===== src/rtl/ram_1port_arb_if.sv =====
// Requester-side command/response bundle for one port of the shared single-port RAM.
// master = requester, slave = arbiter.
interface ram_1port_arb_if #(
    parameter int ADDR_WIDTH = 5,
    parameter int DATA_WIDTH = 8
);
    logic                  valid;
    logic                  we;
    logic [ADDR_WIDTH-1:0] addr;
    logic [DATA_WIDTH-1:0] wdata;
    logic                  ready;
    logic                  rvalid;
    logic [DATA_WIDTH-1:0] rdata;

    modport master (output valid, we, addr, wdata, input  ready, rvalid, rdata);
    modport slave  (input  valid, we, addr, wdata, output ready, rvalid, rdata);
endinterface


===== src/rtl/ram_1port_arb.sv =====
// Round-robin arbiter sharing one single-port RAM between requesters A and B, with post-reset init sweep.
// Latency: command to RAM pins 1 cycle; read data returns 1+RD_LATENCY cycles after acceptance.
// Backpressure: one command per cycle total; the losing/idle-phase requester sees ready low and must hold.
module ram_1port_arb #(
    parameter int                    ADDR_WIDTH = 5,
    parameter int                    DATA_WIDTH = 8,
    parameter int                    RD_LATENCY = 1,
    parameter bit                    INIT_CLEAR = 1'b1,
    parameter logic [DATA_WIDTH-1:0] INIT_VALUE = '0
) (
    input  logic                  clk,
    input  logic                  rst,
    ram_1port_arb_if.slave        a,
    ram_1port_arb_if.slave        b,
    output logic [ADDR_WIDTH-1:0] ram_addr,
    output logic [DATA_WIDTH-1:0] ram_wr_data,
    output logic                  ram_wr_en,
    input  logic [DATA_WIDTH-1:0] ram_rd_data,
    output logic                  init_done,
    output logic [15:0]           stall_cnt
);
    localparam int TAG_DEPTH = 1 + RD_LATENCY;

    typedef enum logic {ST_INIT, ST_RUN} state_t;

    typedef struct packed {
        logic rd;
        logic port;   // 0 = A, 1 = B
    } tag_t;

    state_t                     state;
    logic [ADDR_WIDTH-1:0]      init_cnt;
    logic                       last_grant_b;
    tag_t [TAG_DEPTH-1:0]       tag_q;

    logic                       grant_a;
    logic                       grant_b;
    logic                       xfer_a;
    logic                       xfer_b;
    logic                       xfer;
    logic                       sel_we;
    logic [ADDR_WIDTH-1:0]      sel_addr;
    logic [DATA_WIDTH-1:0]      sel_wdata;
    tag_t                       new_tag;
    logic                       stall_a;
    logic                       stall_b;
    logic [16:0]                stall_sum;
    logic [15:0]                stall_next;

    always_comb begin
        grant_a = 1'b0;
        grant_b = 1'b0;
        if (a.valid && b.valid) begin
            grant_a = last_grant_b;
            grant_b = ~last_grant_b;
        end else begin
            grant_a = a.valid;
            grant_b = b.valid;
        end
    end

    // init_done doubles as "traffic allowed"; rst gates ready so nothing is accepted during reset
    assign a.ready = init_done & ~rst & grant_a;
    assign b.ready = init_done & ~rst & grant_b;

    assign xfer_a    = a.valid & a.ready;
    assign xfer_b    = b.valid & b.ready;
    assign xfer      = xfer_a | xfer_b;
    assign sel_we    = xfer_b ? b.we    : a.we;
    assign sel_addr  = xfer_b ? b.addr  : a.addr;
    assign sel_wdata = xfer_b ? b.wdata : a.wdata;
    assign new_tag   = '{rd: xfer & ~sel_we, port: xfer_b};

    assign stall_a    = init_done & a.valid & ~a.ready;
    assign stall_b    = init_done & b.valid & ~b.ready;
    assign stall_sum  = {1'b0, stall_cnt} + 17'(stall_a) + 17'(stall_b);
    assign stall_next = stall_sum[16] ? 16'hFFFF : stall_sum[15:0];

    assign a.rvalid = ~rst & tag_q[RD_LATENCY].rd & ~tag_q[RD_LATENCY].port;
    assign b.rvalid = ~rst & tag_q[RD_LATENCY].rd &  tag_q[RD_LATENCY].port;
    assign a.rdata  = ram_rd_data;
    assign b.rdata  = ram_rd_data;

    always_ff @(posedge clk) begin
        if (rst) begin
            state        <= INIT_CLEAR ? ST_INIT : ST_RUN;
            init_cnt     <= '0;
            ram_addr     <= '0;
            ram_wr_data  <= '0;
            ram_wr_en    <= 1'b0;
            stall_cnt    <= '0;
            init_done    <= 1'b0;
            last_grant_b <= 1'b1;
            tag_q        <= '0;
        end else begin
            tag_q <= {tag_q[TAG_DEPTH-2:0], new_tag};
            case (state)
                ST_INIT: begin
                    ram_wr_en   <= 1'b1;
                    ram_addr    <= init_cnt;
                    ram_wr_data <= INIT_VALUE;
                    init_cnt    <= init_cnt + 1'b1;
                    if (init_cnt == '1) begin
                        state     <= ST_RUN;
                        init_done <= 1'b1;
                    end
                end
                ST_RUN: begin
                    init_done <= 1'b1;
                    stall_cnt <= stall_next;
                    ram_wr_en <= xfer & sel_we;
                    if (xfer) begin
                        ram_addr     <= sel_addr;
                        ram_wr_data  <= sel_wdata;
                        last_grant_b <= xfer_b;
                    end
                end
                default: state <= ST_RUN;
            endcase
        end
    end
endmodule

===== src/flat_wrapper.sv =====
// flat-port wrapper written by rule: the top's interface ports become plain ports
module ram_1port_arb_flat 
#(
    parameter int                    ADDR_WIDTH = 5,
    parameter int                    DATA_WIDTH = 8,
    parameter int                    RD_LATENCY = 1,
    parameter bit                    INIT_CLEAR = 1'b1,
    parameter logic [DATA_WIDTH-1:0] INIT_VALUE = '0
)
  (clk, rst, ram_addr, ram_wr_data, ram_wr_en, ram_rd_data, init_done, stall_cnt, a_valid, a_we, a_addr, a_wdata, a_ready, a_rvalid, a_rdata, b_valid, b_we, b_addr, b_wdata, b_ready, b_rvalid, b_rdata);
  ram_1port_arb_if #(.ADDR_WIDTH(ADDR_WIDTH), .DATA_WIDTH(DATA_WIDTH)) a_i ();
  ram_1port_arb_if #(.ADDR_WIDTH(ADDR_WIDTH), .DATA_WIDTH(DATA_WIDTH)) b_i ();
  input  logic clk;
  input  logic rst;
  output logic [ADDR_WIDTH-1:0] ram_addr;
  output logic [DATA_WIDTH-1:0] ram_wr_data;
  output logic ram_wr_en;
  input  logic [DATA_WIDTH-1:0] ram_rd_data;
  output logic init_done;
  output logic [15:0] stall_cnt;
  input wire logic [$bits(a_i.valid)-1:0] a_valid;
  input wire logic [$bits(a_i.we)-1:0] a_we;
  input wire logic [$bits(a_i.addr)-1:0] a_addr;
  input wire logic [$bits(a_i.wdata)-1:0] a_wdata;
  output wire logic [$bits(a_i.ready)-1:0] a_ready;
  output wire logic [$bits(a_i.rvalid)-1:0] a_rvalid;
  output wire logic [$bits(a_i.rdata)-1:0] a_rdata;
  input wire logic [$bits(b_i.valid)-1:0] b_valid;
  input wire logic [$bits(b_i.we)-1:0] b_we;
  input wire logic [$bits(b_i.addr)-1:0] b_addr;
  input wire logic [$bits(b_i.wdata)-1:0] b_wdata;
  output wire logic [$bits(b_i.ready)-1:0] b_ready;
  output wire logic [$bits(b_i.rvalid)-1:0] b_rvalid;
  output wire logic [$bits(b_i.rdata)-1:0] b_rdata;
  assign a_i.valid = a_valid;
  assign a_i.we = a_we;
  assign a_i.addr = a_addr;
  assign a_i.wdata = a_wdata;
  assign a_ready = a_i.ready;
  assign a_rvalid = a_i.rvalid;
  assign a_rdata = a_i.rdata;
  assign b_i.valid = b_valid;
  assign b_i.we = b_we;
  assign b_i.addr = b_addr;
  assign b_i.wdata = b_wdata;
  assign b_ready = b_i.ready;
  assign b_rvalid = b_i.rvalid;
  assign b_rdata = b_i.rdata;
  ram_1port_arb #(.ADDR_WIDTH(ADDR_WIDTH), .DATA_WIDTH(DATA_WIDTH), .RD_LATENCY(RD_LATENCY), .INIT_CLEAR(INIT_CLEAR), .INIT_VALUE(INIT_VALUE)) u_core (.clk(clk), .rst(rst), .a(a_i), .b(b_i), .ram_addr(ram_addr), .ram_wr_data(ram_wr_data), .ram_wr_en(ram_wr_en), .ram_rd_data(ram_rd_data), .init_done(init_done), .stall_cnt(stall_cnt));
endmodule

===== config.mk =====
export PLATFORM = sky130hd
export DESIGN_NAME = ram_1port_arb_flat
export DESIGN_NICKNAME = d
export VERILOG_FILES = /design/src/rtl/ram_1port_arb_if.sv /design/src/rtl/ram_1port_arb.sv /design/src/flat_wrapper.sv
export SDC_FILE = /design/constraint.sdc
export NUM_CORES = 1
export LEC_CHECK = 0
export ABC_AREA = 1
export BUFFER_PORTS_ARGS = -buffer_cell sky130_fd_sc_hd__buf_2
export CORE_MARGIN = 5
export CORE_UTILIZATION = 40
export DETAILED_ROUTE_END_ITERATION = 8
export HOLD_SLACK_MARGIN = 0.12
export PLACE_DENSITY = 0.78
export SETUP_SLACK_MARGIN = 0.15
export SYNTH_ARGS = -nofsm -noshare
export SYNTH_HDL_FRONTEND = slang
export SYNTH_SLANG_ARGS = --single-unit

===== constraint.sdc =====
create_clock -name clk -period 4.6 [get_ports clk]
set_input_delay 0.46 -clock clk [delete_from_list [all_inputs] [get_ports clk]]
set_output_delay 0.46 -clock clk [all_outputs]
set_load 0.02 [all_outputs]

; Yosys cells after proc, flatten, opt, wreduce, memory -nomap -nowiden
; Index checks and enable logic that the tools add are counted.
[op_classes]
muxes = 15
n_eq_ne = 3
reduce_logical = 2
n_addsub = 3
bitwise_logic = 22
[ops]
columns = cell, n
row1 = 16-bit by 1-bit adder with 17-bit output, 1
row2 = 17-bit by 1-bit adder with 17-bit output, 1
row3 = 16-bit two-way mux, 1
row4 = 8-bit two-way mux, 2
row5 = 8-bit case mux with 2 select lines, 1
row6 = 1-bit AND, 14
row7 = 5-bit two-way mux, 2
row8 = 5-bit case mux with 2 select lines, 1
row9 = 1-bit inverter, 7
row10 = 1-bit two-way mux, 6
row11 = "5-bit by 1-bit adder with 5-bit output, second input constant", 1
row12 = "5-bit == test, second input constant", 1
row13 = 1-bit case mux with 2 select lines, 2
row14 = "2-bit by 1-bit inequality test with 1-bit output, second input constant", 1
row15 = "2-bit inequality test, second input constant", 1
row16 = 2-bit AND reduction, 1
row17 = 1-bit logical AND, 1
row18 = 1-bit bitwise OR, 1
[word_totals]
output_inout_bits = 51
wordCells = 57
register_bits = 42

; Logic depth before layout (Yosys ltp)
[depth]
word_depth = 8
depth_mapped = 18

; Worst setup path after synthesis
; Ideal clock, no wire load.
[synth_path]
path_kind = in2reg
start = in rst
end = reg u_core.stall_cnt[13]
n_path_buf = 2
t_arrival_ns = 2.488
required_time_ns = 4.544
cell_stages = 18
path_slack_ns = 2.056
path_cell_list = buf_6 inv_6 nand2_4 nor2_8 nand2_4 buf_6 nand3_1 fa_1 inv_1 ha_1 nand2_1 nor2_2 nand2_2 nor2_4 nand3_2 nand3_1 nand2_1 inv_1
[synth_via]
elab_chain_cells = 8
word_cells_on_any_way = 11
[synth_rtl]
columns = element, line
row1 = start: declaration, flat_wrapper.sv:14  ; input logic rst;
row2 = 1-bit inverter, "ram_1port_arb.sv:63, ram_1port_arb.sv:64"
row3 = 1-bit AND, "ram_1port_arb.sv:63, ram_1port_arb.sv:64"
row4 = 1-bit AND, ram_1port_arb.sv:63  ; assign a.ready = init_done & ~rst & grant_a;
row5 = 1-bit inverter, ram_1port_arb.sv:74  ; assign stall_a = init_done & a.valid & ~a.ready;
row6 = 1-bit AND, ram_1port_arb.sv:74
row7 = 16-bit by 1-bit adder with 17-bit output, ram_1port_arb.sv:76  ; assign stall_sum = {1'b0, stall_cnt} + 17'(stall_a) + 17'(stall_b);
row8 = 17-bit by 1-bit adder with 17-bit output, ram_1port_arb.sv:76
row9 = 16-bit two-way mux, ram_1port_arb.sv:77  ; assign stall_next = stall_sum[16] ? 16'hFFFF : stall_sum[15:0];
row10 = end signal: assignment, ram_1port_arb.sv:110  ; stall_cnt <= stall_next;
row11 = end: declaration, ram_1port_arb.sv:20  ; output logic [15:0] stall_cnt
; Several ways; a longest one is shown, not always the timed one.
; A chain may end at the register's enable or synchronous reset.

; Final worst setup path
[layout_path]
start = in rst
end = reg u_core.stall_cnt[15]
; The elaborated chain is that of the path after synthesis.

==> summary.txt <==
STA
  • Slew Limit Fails: 0
  • Final Hold Fails: 0
  • Final setup TNS: 0 ns
  • Max-slew headroom: 0.551
  • Final setup vio count: 0
  • Worst Tran Pin Value: between 0.6 and 0.7 ns
  • Min Tclk post-route: 2.94 ns
  • Clock skew: 0.00490 ns
  • Fmax: 0.341 GHz
  • RSZ-0062 raised after global routing: false
  • Fin crit share: 0.638

Detailed routing
  • Met2 WL: between 2000 and 2500 um
  • Met3 WL post-DR: 489 um
  • Routed len/inst: between 10 and 15 um
  • Vias per cell: 4.69
  • Initial DRC Count: 101
  • Metal-1 WL: about 2400 um
  • Detailed Routing Iterations Pass 1: 4
  • Final wirelength: 5130 um
  • Total number of vias: 2159
  • Max Used Layer: met4
  • Final ANT Viol Nets: 0
  • DRC Markers: 0

Yosys
  • Post-Synth Adder-Cell Area: 0.0246
  • Area leader, netlist: dfxtp_1
  • Largest family of logic cells by synthesized area: simple AND/OR/NAND/NOR gates
  • Most used DFF post-synth: dfxtp_1
  • Area contributors post-synth: dfxtp_1 36%, nand2_1 12%, inv_1 8.8%
  • Distinct cells, synth: 33
  • Syn_area_per_cell: 6.90 sq um
  • Asr flop ratio synth: 0
  • EDFF count, synth: 0
  • Post-Synth XOR/XNOR Area: 0.0112
  • Sequential area share after synthesis: 0.359
  • Mux contribution to synthesized area: 0.00428
  • Synth Area in Compound Gates: 0.104
  • Area fraction in and, or, nand and nor cells after synthesis: 0.322
  • Post-Syn Instances: 339
  • Syn_nets: 383
  • Synth warn: 0
  • Synthesized cell area: 2340 sq um
  • Top-count cell post-synth: nand2_1
  • Yosys reg bits: 42
  • Top cells by count, synth: 72 x nand2_1, 55 x inv_1, 42 x dfxtp_1, 31 x a21oi_1, 30 x nand3_1
  • Post-synth top area share: 0.359

Global route
  • First-pass GRT wire length: 8580 um
  • Largest net degree at the start of global routing: 29
  • Grt ovf: 0
  • Initial antenna violation count: 0
  • Total Routing Usage GR: 0.142
  • Vias in the first global route: 1955

Die
  • Die X: 86.5 um
  • Overall die height: 86.5 um
  • Boundary pin count: a little over 90
  • Core box area: 5610 sq um
  • Row count: 27
  • Starting Density: 0.417
  • Die area: 7480 sq um

Final layout
  • Fill cells: 583
  • Area grow syn2layout: 14.2%
  • # nets final: 431
  • N_diodes: 0
  • Final Core Density: 0.477
  • Layout cells sized above 1: 0.237
  • Final instance area: 2670 sq um

Worst setup path
  • Critical path class: input port to flip-flop
  • Critical Path Start Type: input port
  • Crit path largest cell delay: 0.45 ns
  • Setup crit end kind: flip-flop
  • Worst EP required: 4.84 ns
  • CP max FO: 28
  • Arrival @ worst endpoint: ~3.2 ns
  • Slowest CP cell: buf_2
  • Critical-path cell list: buf_2, inv_6, nand2_4, nor2_8, nand2_4, nand3_1, fa_1, inv_1, ha_1, nand2_1, nor2_2, nand2_2, nor2_4, nand3_2, nand3_1, nand2_1, inv_1

Clock tree
  • Root Buffer: clkbuf_8
  • Post-CTS Setup Repair Bufs: 0
  • PostCTS Resize Cnt: 0
  • Max Root-Sink Buffers: 2
  • Cts hold-fix bufs: 0
  • Clk sinks: 42
  • CTS tree: done
  • CTS clk-pin slew, worst paths: 0.08 ns
  • Clock latency on the worst-skew pair: between 0.2 and 0.3 ns
  • CTS buffer count: 5
  • Depth of the CTS H-tree: 2

Run
  • Max Cap Viol: 0

Power
  • Pleak: 1.34 nW
  • Int Power: 0.000506 W
  • Power Density: 247 nW/um^2
  • Clock power share: 0.374
  • Flop pwr share: 0.560
  • Switching Share: 0.234
  • Comb power frac: 0.067
  • Peak VDD IR: between 100 and 150 uV
  • P_sw: 0.000155 W

Run status
  • Run status: complete, no violations

Placement
  • Gp weighted congestion: 0.939
  • HPWL Detailed: 3960 um
  • I/O Buffers: 66
  • Placed Area: 2580 sq um

Hold path
  • Min-Delay Path Class: flip-flop to flip-flop
[path summary, 6_finish.rpt]
| check | start | to | slack (ns) | cells past startpoint |
|---|---|---|---|---|
| hold reg to reg | u_core.tag_q[1]$_SDFF_PP0_ | u_core.tag_q[3]$_SDFF_PP0_ | 0.41 | 2 |
| setup reg to reg | u_core.last_grant_b$_SDFFE_PP1P_ | u_core.stall_cnt[15]$_SDFFE_PP0P_ | 1.94 | 14 |
| setup / recovery | rst | u_core.stall_cnt[15]$_SDFFE_PP0P_ | 1.66 | 17 |
| hold / removal | u_core.tag_q[1]$_SDFF_PP0_ | u_core.tag_q[3]$_SDFF_PP0_ | 0.41 | 2 |
[cells in the final DEF (no fill, tap or decap), drive strengths merged]
master | synthesis | final
o21bai | 1 | 1
fa | 1 | 1
clkinv | 0 | 1
nand3 | 31 | 31
o211ai | 1 | 1
clkbuf | 3 | 6
nor4 | 1 | 1
mux2i | 1 | 1
xnor2 | 1 | 1
buf | 22 | 66
o21ai | 10 | 10
nand3b | 7 | 7
a21oi | 31 | 31
xor2 | 2 | 2
inv | 59 | 59
a31oi | 3 | 3
ha | 3 | 3
nand4 | 3 | 3
dfxtp | 42 | 42
or2 | 3 | 3
clkinvlp | 0 | 1
nand2 | 76 | 76
nor3 | 6 | 6
nor2 | 32 | 32
[power groups by stage]
stage / Combinational, W / Sequential [W] / Clock [W]
CTS: 0.0000442 / 0.000370 / 0.000258
finish: 0.0000440 / 0.000370 / 0.000247
global placement: 0.0000435 / 0.000379 / 0
detailed placement: 0.0000441 / 0.000379 / 0
floorplan: 0.0000435 / 0.000380 / 0
global route: 0.0000509 / 0.000371 / 0.000269
[registers in the layout (all words and copies together), names as in the netlist]
register	flops
u_core.init_cnt	5
u_core.init_done	1
u_core.last_grant_b	1
u_core.ram_addr	5
u_core.ram_wr_data	8
u_core.ram_wr_en	1
u_core.stall_cnt	16
u_core.state	1
u_core.tag_q	4
[per-layer routing]
metal,track usage,vias up
met2,0.214,83
met3,0.0437,4
met1,0.191,929
met4,0.0524,0
met5,0,-
li1,-,1143
[per-stage QoR]
stage	instances	worst slack, ns	power [W]	hold slack, ns
detailed placement	452	1.33	0.000423	0.397
floorplan	339	2.06	0.000424	0.388
CTS	460	1.64	0.000672	0.409
finish	460	1.66	0.000661	0.406
global placement	452	1.45	0.000422	0.389
global route	460	1.40	0.000690	0.427
[final cells by class]
cell class                      count  area (sq um)  area share
Timing Repair Buffer               66           330       0.124
Sequential cell                    42           841       0.315
Multi-Input combinational cell    213          1090       0.408
Clock inverter                      2          12.5     0.00468
Clock buffer                        6          82.6      0.0309
Tap cell                           72          90.1      0.0337
Inverter                           59           226      0.0847
[worst max-delay path, delay by kind of cell]
family	cells	cell delay, ns
fa+ha+maj	2	0.61
buf+inv	4	0.72
simple gates	11	1.37
[cells by family after synthesis]
logic type	Yosys count
adder cells (fa/ha/maj)	4
AND/OR/NAND/NOR	159
AO/OA/AOI/OAI	46
multiplexers	1
XOR/XNOR	3
flip-flops	42
buffers and inverters	84
No activity file was read; power rests on OpenSTA's default activity.
